<file path="config.mk">
export PLATFORM = sky130hd
export DESIGN_NAME = regfile_wb
export DESIGN_NICKNAME = d
export VERILOG_FILES = /design/src/rtl/regfile_wb_pkg.sv /design/src/rtl/regfile_wb_fifo.sv /design/src/rtl/regfile_wb.sv
export SDC_FILE = /design/constraint.sdc
export NUM_CORES = 1
export LEC_CHECK = 0
export CAP_MARGIN = 5
export CORE_MARGIN = 2
export CORE_UTILIZATION = 33
export CTS_CLUSTER_DIAMETER = 80
export CTS_CLUSTER_SIZE = 40
export DETAILED_ROUTE_END_ITERATION = 6
export DONT_BUFFER_PORTS = 1
export GPL_TIMING_DRIVEN = 0
export PLACE_DENSITY = 0.53
export SLEW_MARGIN = 20
export SYNTH_ARGS = -nofsm -noshare
export SYNTH_HDL_FRONTEND = slang
export SYNTH_SLANG_ARGS = --single-unit
</file>
<file path="constraint.sdc">
create_clock -name clk -period 8.65 [get_ports clk]
set_clock_uncertainty 0.15 [all_clocks]
set_input_delay 1.2975 -clock clk [delete_from_list [all_inputs] [get_ports clk]]
set_output_delay 1.2975 -clock clk [all_outputs]
set_load 0.01 [all_outputs]
</file>
<file path="src/rtl/regfile_wb_pkg.sv">
// Shared definitions for the register-file write side: widths, the zero
// register, the write-source encoding and the queued result layout.
package regfile_wb_pkg;

    localparam int XLEN     = 32;
    localparam int REG_W    = 5;
    localparam int NUM_REGS = 32;

    localparam logic [REG_W-1:0] REG_ZERO = 5'd0;

    // Which source drives the regfile write port this cycle.
    typedef enum logic [1:0] {
        SRC_NONE,
        SRC_PIPE,
        SRC_LAT
    } wb_src_e;

    // One queued long-latency result: destination register and value.
    typedef struct packed {
        logic [REG_W-1:0] num;
        logic [XLEN-1:0]  data;
    } wb_entry_t;

endpackage

</file>
<file path="src/rtl/regfile_wb_fifo.sv">
// Small FIFO holding out-of-order long-latency results until the write port
// is free. Pointers carry one extra wrap bit so full and empty are
// distinguishable without a separate counter.
module wb_fifo
    import regfile_wb_pkg::*;
#(
    parameter int DEPTH = 2
) (
    input  logic      clk,
    input  logic      rst,
    input  logic      push,
    input  wb_entry_t push_entry,
    input  logic      pop,
    output wb_entry_t head,
    output logic      full,
    output logic      empty
);

    localparam int AW = $clog2(DEPTH);

    logic [AW:0] wr_ptr;
    logic [AW:0] rd_ptr;
    wb_entry_t   mem [DEPTH];

    // Advance read/write pointers; overflow of the wrap bit handles wrap-around.
    always_ff @(posedge clk or posedge rst) begin
        // NOTE: sequential state uses non-blocking assignments so every flop samples pre-edge values.
        if (rst) begin
            wr_ptr <= '0;
            rd_ptr <= '0;
        end else begin
            if (push && !full)
                wr_ptr <= wr_ptr + (AW+1)'(1);
            if (pop && !empty)
                rd_ptr <= rd_ptr + (AW+1)'(1);
        end
    end

    // Store pushed entries.
    always_ff @(posedge clk) begin
        // NOTE: storage is not reset; the pointers alone define which slots hold valid data.
        if (push && !full)
            mem[wr_ptr[AW-1:0]] <= push_entry;
    end

    assign head  = mem[rd_ptr[AW-1:0]];
    assign empty = (wr_ptr == rd_ptr);
    assign full  = (wr_ptr[AW] != rd_ptr[AW]) &&
                   (wr_ptr[AW-1:0] == rd_ptr[AW-1:0]);

endmodule

</file>
<file path="src/rtl/regfile_wb.sv">
// Write-side front end of the register file: arbitrates between in-order
// pipeline writeback and queued long-latency results, registers the write
// port, and tracks registers still awaiting a long-latency result.
module regfile_wb
    import regfile_wb_pkg::*;
#(
    parameter int DEPTH = 2
) (
    input  logic             clk,
    input  logic             rst,
    input  logic             pipe_wb_en,
    input  logic [REG_W-1:0] pipe_wb_num,
    input  logic [XLEN-1:0]  pipe_wb_data,
    input  logic             lat_valid,
    input  logic [REG_W-1:0] lat_num,
    input  logic [XLEN-1:0]  lat_data,
    output logic             lat_ready,
    input  logic             issue_en,
    input  logic [REG_W-1:0] issue_num,
    output logic [REG_W-1:0] write_num,
    output logic [XLEN-1:0]  write_data,
    output logic             write_en,
    output logic [NUM_REGS-1:0] busy_mask,
    output logic             pipe_stall
);

    wb_entry_t fifo_head;
    wb_entry_t fifo_in;
    logic      fifo_full;
    logic      fifo_empty;
    logic      fifo_push;
    logic      fifo_pop;
    wb_src_e   src;
    logic      wb_from_lat;
    logic [NUM_REGS-1:0] busy_set;
    logic [NUM_REGS-1:0] busy_clr;

    assign fifo_in   = '{num: lat_num, data: lat_data};
    assign fifo_push = lat_valid && !fifo_full;
    assign fifo_pop  = (src == SRC_LAT);
    assign lat_ready = !fifo_full;
    assign pipe_stall = fifo_full;

    wb_fifo #(.DEPTH(DEPTH)) u_fifo (
        .clk        (clk),
        .rst        (rst),
        .push       (fifo_push),
        .push_entry (fifo_in),
        .pop        (fifo_pop),
        .head       (fifo_head),
        .full       (fifo_full),
        .empty      (fifo_empty)
    );

    // Pick the write-port source: pipeline first, then FIFO head, else idle.
    always_comb begin
        // NOTE: default first so every path assigns src and no latch is inferred.
        src = SRC_NONE;
        if (pipe_wb_en && pipe_wb_num != REG_ZERO)
            src = SRC_PIPE;
        else if (!fifo_empty)
            src = SRC_LAT;
    end

    // Registered write port; FIFO entries for $0 are consumed without writing.
    always_ff @(posedge clk or posedge rst) begin
        if (rst) begin
            write_en    <= 1'b0;
            write_num   <= REG_ZERO;
            write_data  <= '0;
            wb_from_lat <= 1'b0;
        end else begin
            case (src)
                SRC_PIPE: begin
                    write_en    <= 1'b1;
                    write_num   <= pipe_wb_num;
                    write_data  <= pipe_wb_data;
                    wb_from_lat <= 1'b0;
                end
                SRC_LAT: begin
                    write_en    <= (fifo_head.num != REG_ZERO);
                    write_num   <= fifo_head.num;
                    write_data  <= fifo_head.data;
                    wb_from_lat <= 1'b1;
                end
                default: begin
                    write_en    <= 1'b0;
                    wb_from_lat <= 1'b0;
                end
            endcase
        end
    end

    // Pending bits set on issue and clear when the regfile commits a FIFO result.
    always_comb begin
        busy_set = '0;
        busy_clr = '0;
        if (issue_en && issue_num != REG_ZERO)
            busy_set = NUM_REGS'(1) << issue_num;
        if (write_en && wb_from_lat)
            busy_clr = NUM_REGS'(1) << write_num;
    end

    // Scoreboard update; a same-cycle set overrides the clear.
    always_ff @(posedge clk or posedge rst) begin
        if (rst)
            busy_mask <= '0;
        else
            busy_mask <= (busy_mask & ~busy_clr) | busy_set;
    end

endmodule

</file>
==> impl_metrics.py <==
metrics = {
    "outcome": {
        "status": "complete, no violations",
    },
    "critical_path": {
        "crit_type": "flop to output pin",
        "path_buf_inv": 2,
        "worstSetupStartpointType": "flop",
        "cp_top_family": "flip-flops",
        "critical-path-max-stage-delay_ps": 350,
        "end_kind": "output pin",
        "path_max_fanout": 6,
        "cpMaxStageDelayCell": "dfrtp_1",
        "crit_chain": "buf_2, xnor2_1, nand2_1, inv_1",
        "worst_ep_required_time_ps": 7200,
        "arrival_ps": 1450,
    },
    "floorplan": {
        "row_count": 49,
        "die_area_um2": 19650,
        "die_width_um": 140.2,
        "fp.dieH_um": 140.2,
        "initial_core_util_pct": 33.84,
        "pin_count": 156,
        "design.core.area_um2": 18090,
    },
    "routing": {
        "totalWireLength_um": 14560,
        "vias": 3576,
        "drt_iter0_markers": 144,
        "antenna_left": 0,
        "wire_per_inst_um": 20.89,
        "route.detailed.drc": 0,
        "drt_pre_antenna_iters": 4,
        "viasPerCell": 5.131,
    },
    "layout": {
        "synthToLayoutAreaGrowth_pct": 16.05,
        "drive_gt1_share_pct": 25.85,
        "final_nets": 539,
        "antennaDiodeCount": 0,
        "layout.cells.non_filler": 697,
    },
    "global_route": {
        "grt_pass1_wl_um": 22710,
        "grt_use_met1_pct": 17.53,
        "grt_max_degree": 56,
        "grt_pass1_vias": 3892,
        "grt_use_met2_pct": 25.36,
        "track_usage_pct": 15.41,
        "grt.busiest_layer": "met2",
        "grt-ovfl-total": 0,
        "grtUsageMet3_pct": 7.863,
        "antenna_found_initial": 0,
    },
    "clocking": {
        "ctsResizeCount": 0,
        "post_cts_buffers": 0,
        "cts.clk_slew.worst_paths_ps": 60,
        "htree_levels": 4,
        "postCtsHoldBufs": 0,
        "root_buffer": "clkbuf_16",
        "cts_tree": "built",
        "ctsLongestPathBuffers": 2,
        "clk_latency_ps": 410,
        "numCtsBuffers": 17,
        "cts_sinks": 149,
    },
    "pwr": {
        "peakVddDrop_mv": 0.1636,
        "power_density_nw_per_um2": 405.1,
        "p_leak_nw": 2.764,
    },
    "sta": {
        "setup_viol": 0,
        "post-route-period-util_pct": 33.55,
        "tightest_slew_ps": 754.1,
        "fin_crit_ps": 2902,
        "fmax_mhz": 344.6,
        "maxSlewHeadroom_pct": 49.60,
        "rsz0062_at_grt": "false",
        "maxSlewViolCount": 0,
        "hold_viol_final": 0,
        "fin_setup_tns_ps": 0,
    },
    "synthesis": {
        "syn_inst": 433,
        "ys_seq_area_share_pct": 66.97,
        "syn_nets": 517,
        "yosys_warnings": 0,
        "syn_avg_cell_area_um2": 14.14,
        "ys_types": 34,
        "synth_top_family_by_area": "multiplexers",
        "synthMuxAreaShare_pct": 12.86,
        "ys_seq_elements": 149,
        "synth.cell_area_um2": 6121,
        "synthAdderAreaFrac_pct": 0,
        "synth_compound_area_share_pct": 10.22,
        "synthSimpleGateAreaFrac_pct": 6.419,
        "synth-xor-area-share_pct": 0.9812,
    },
    "place": {
        "place_congestion": 0.7885,
        "dp.cells": 665,
        "port_buffers": 0,
        "detailed_place_hpwl_um": 10070,
    },
    "min_path": {
        "hp-class": "flop to flop",
    },
    "flow_run": {
        "max_cap_violations": 0,
    },
}
-- synth_stat cells --
cell type	number	area [µm²]
buf_4	1	7.510
nand3_1	4	20.02
nor2b_1	2	12.51
o21ai_1	11	55.05
or4b_1	1	10.01
a21oi_1	1	5.000
nand3b_4	1	20.02
o21ai_0	61	305.3
o21a_1	2	15.01
dfrtp_1	75	1877
or4_1	1	7.510
xnor2_2	1	16.27
nor2b_4	1	13.76
nand3b_1	5	37.54
o41ai_1	2	17.52
edfxtp_1	74	2222
or3b_2	1	8.760
or2_2	1	6.260
nor2_1	5	18.77
and3b_1	1	8.760
or3_1	1	6.260
o21ai_2	26	227.7
mux2i_1	37	370.4
clkbuf_1	2	7.510
mux2_2	37	416.7
buf_2	8	40.04
xnor2_1	2	17.52
inv_1	3	11.26
nand2b_1	4	25.02
nand2_1	48	180.2
buf_6	8	90.09
and3_1	2	12.51
xor2_1	3	26.28
nor3_1	1	5.000
-- placed cells by master, fill, tap and decap left out, types with 5 or more instances in the layout --
| cell type | synthesis | final |
|---|---|---|
| dfrtp_1 | 75 | 75 |
| edfxtp_1 | 74 | 74 |
| o21ai_0 | 61 | 61 |
| nand2_1 | 48 | 48 |
| mux2_2 | 37 | 37 |
| mux2i_1 | 37 | 37 |
| o21ai_2 | 26 | 26 |
| clkbuf_16 | 0 | 17 |
| o21ai_1 | 11 | 11 |
| buf_6 | 8 | 8 |
| buf_2 | 8 | 8 |
| nand3b_1 | 5 | 5 |
-- registers in the layout (all words and copies together), names as in the netlist --
| signal | flops |
|---|---|
| busy_mask | 32 |
| u_fifo.mem | 74 |
| u_fifo.rd_ptr | 2 |
| u_fifo.wr_ptr | 2 |
| wb_from_lat | 1 |
| write_data | 32 |
| write_en | 1 |
| write_num | 5 |
-- final timing paths --
check,start,to,slack (ps),cells past startpoint
setup / recovery,u_fifo.rd_ptr[0],pipe_stall,5750,4
hold / removal,u_fifo.wr_ptr[1],u_fifo.wr_ptr[1],350,1
setup reg to reg,u_fifo.rd_ptr[0],u_fifo.mem[0][26],6310,6
hold reg to reg,u_fifo.wr_ptr[1],u_fifo.wr_ptr[1],350,1
max in group asynchronous,rst,write_data[29],7190,2
min in group asynchronous,rst,write_data[30],570,1
-- layout make-up --
| type | instances | area, µm² |
|---|---|---|
| multi-input combinational | 262 | 1874 |
| clock buffer | 20 | 456.7 |
| inverter | 3 | 13.76 |
| sequential | 149 | 4099 |
| timing repair buffer | 3 | 75.07 |
| clock inverter | 12 | 152.6 |
| fill | 1656 | 10980 |
| buffer | 19 | 145.1 |
| tap | 229 | 286.5 |
-- through the flow --
step	power, mW	hold WS, ps	instance area (µm²)	setup slack [ps]	utilization, %
final	2.877	345.6	7103	5748	39.27
after global routing	3.054	357.8	7103	5603	39.27
after CTS	2.920	347.6	7103	5712	39.27
after detailed placement	2.158	336.0	6494	5875	35.90
after global placement	2.110	324.4	6407	3773	35.43
after floorplan	1.882	310.4	6121	5134	-
-- metal layers --
layer	up-vias	share of wire (%)
met3	18	9.9
met5	-	0
met4	0	1.8
li1	1636	-
met2	142	49
met1	1780	39
-- where the power goes --
group          leakage [nW]  internal [mW]  switching, mW
Sequential             1.54           1.04          0.232
Clock                 0.290          0.469          0.286
Combinational         0.939          0.373          0.482
-- cell families after synthesis --
family                    count (synthesis)
xor gates and xnor gates                  6
buffers and inverters                    22
AOI/OAI and AO/OA                       103
and+or+nand+nor                          79
muxes                                    74
DFF                                     149
Note: power is estimated with default switching activity, not from simulation.
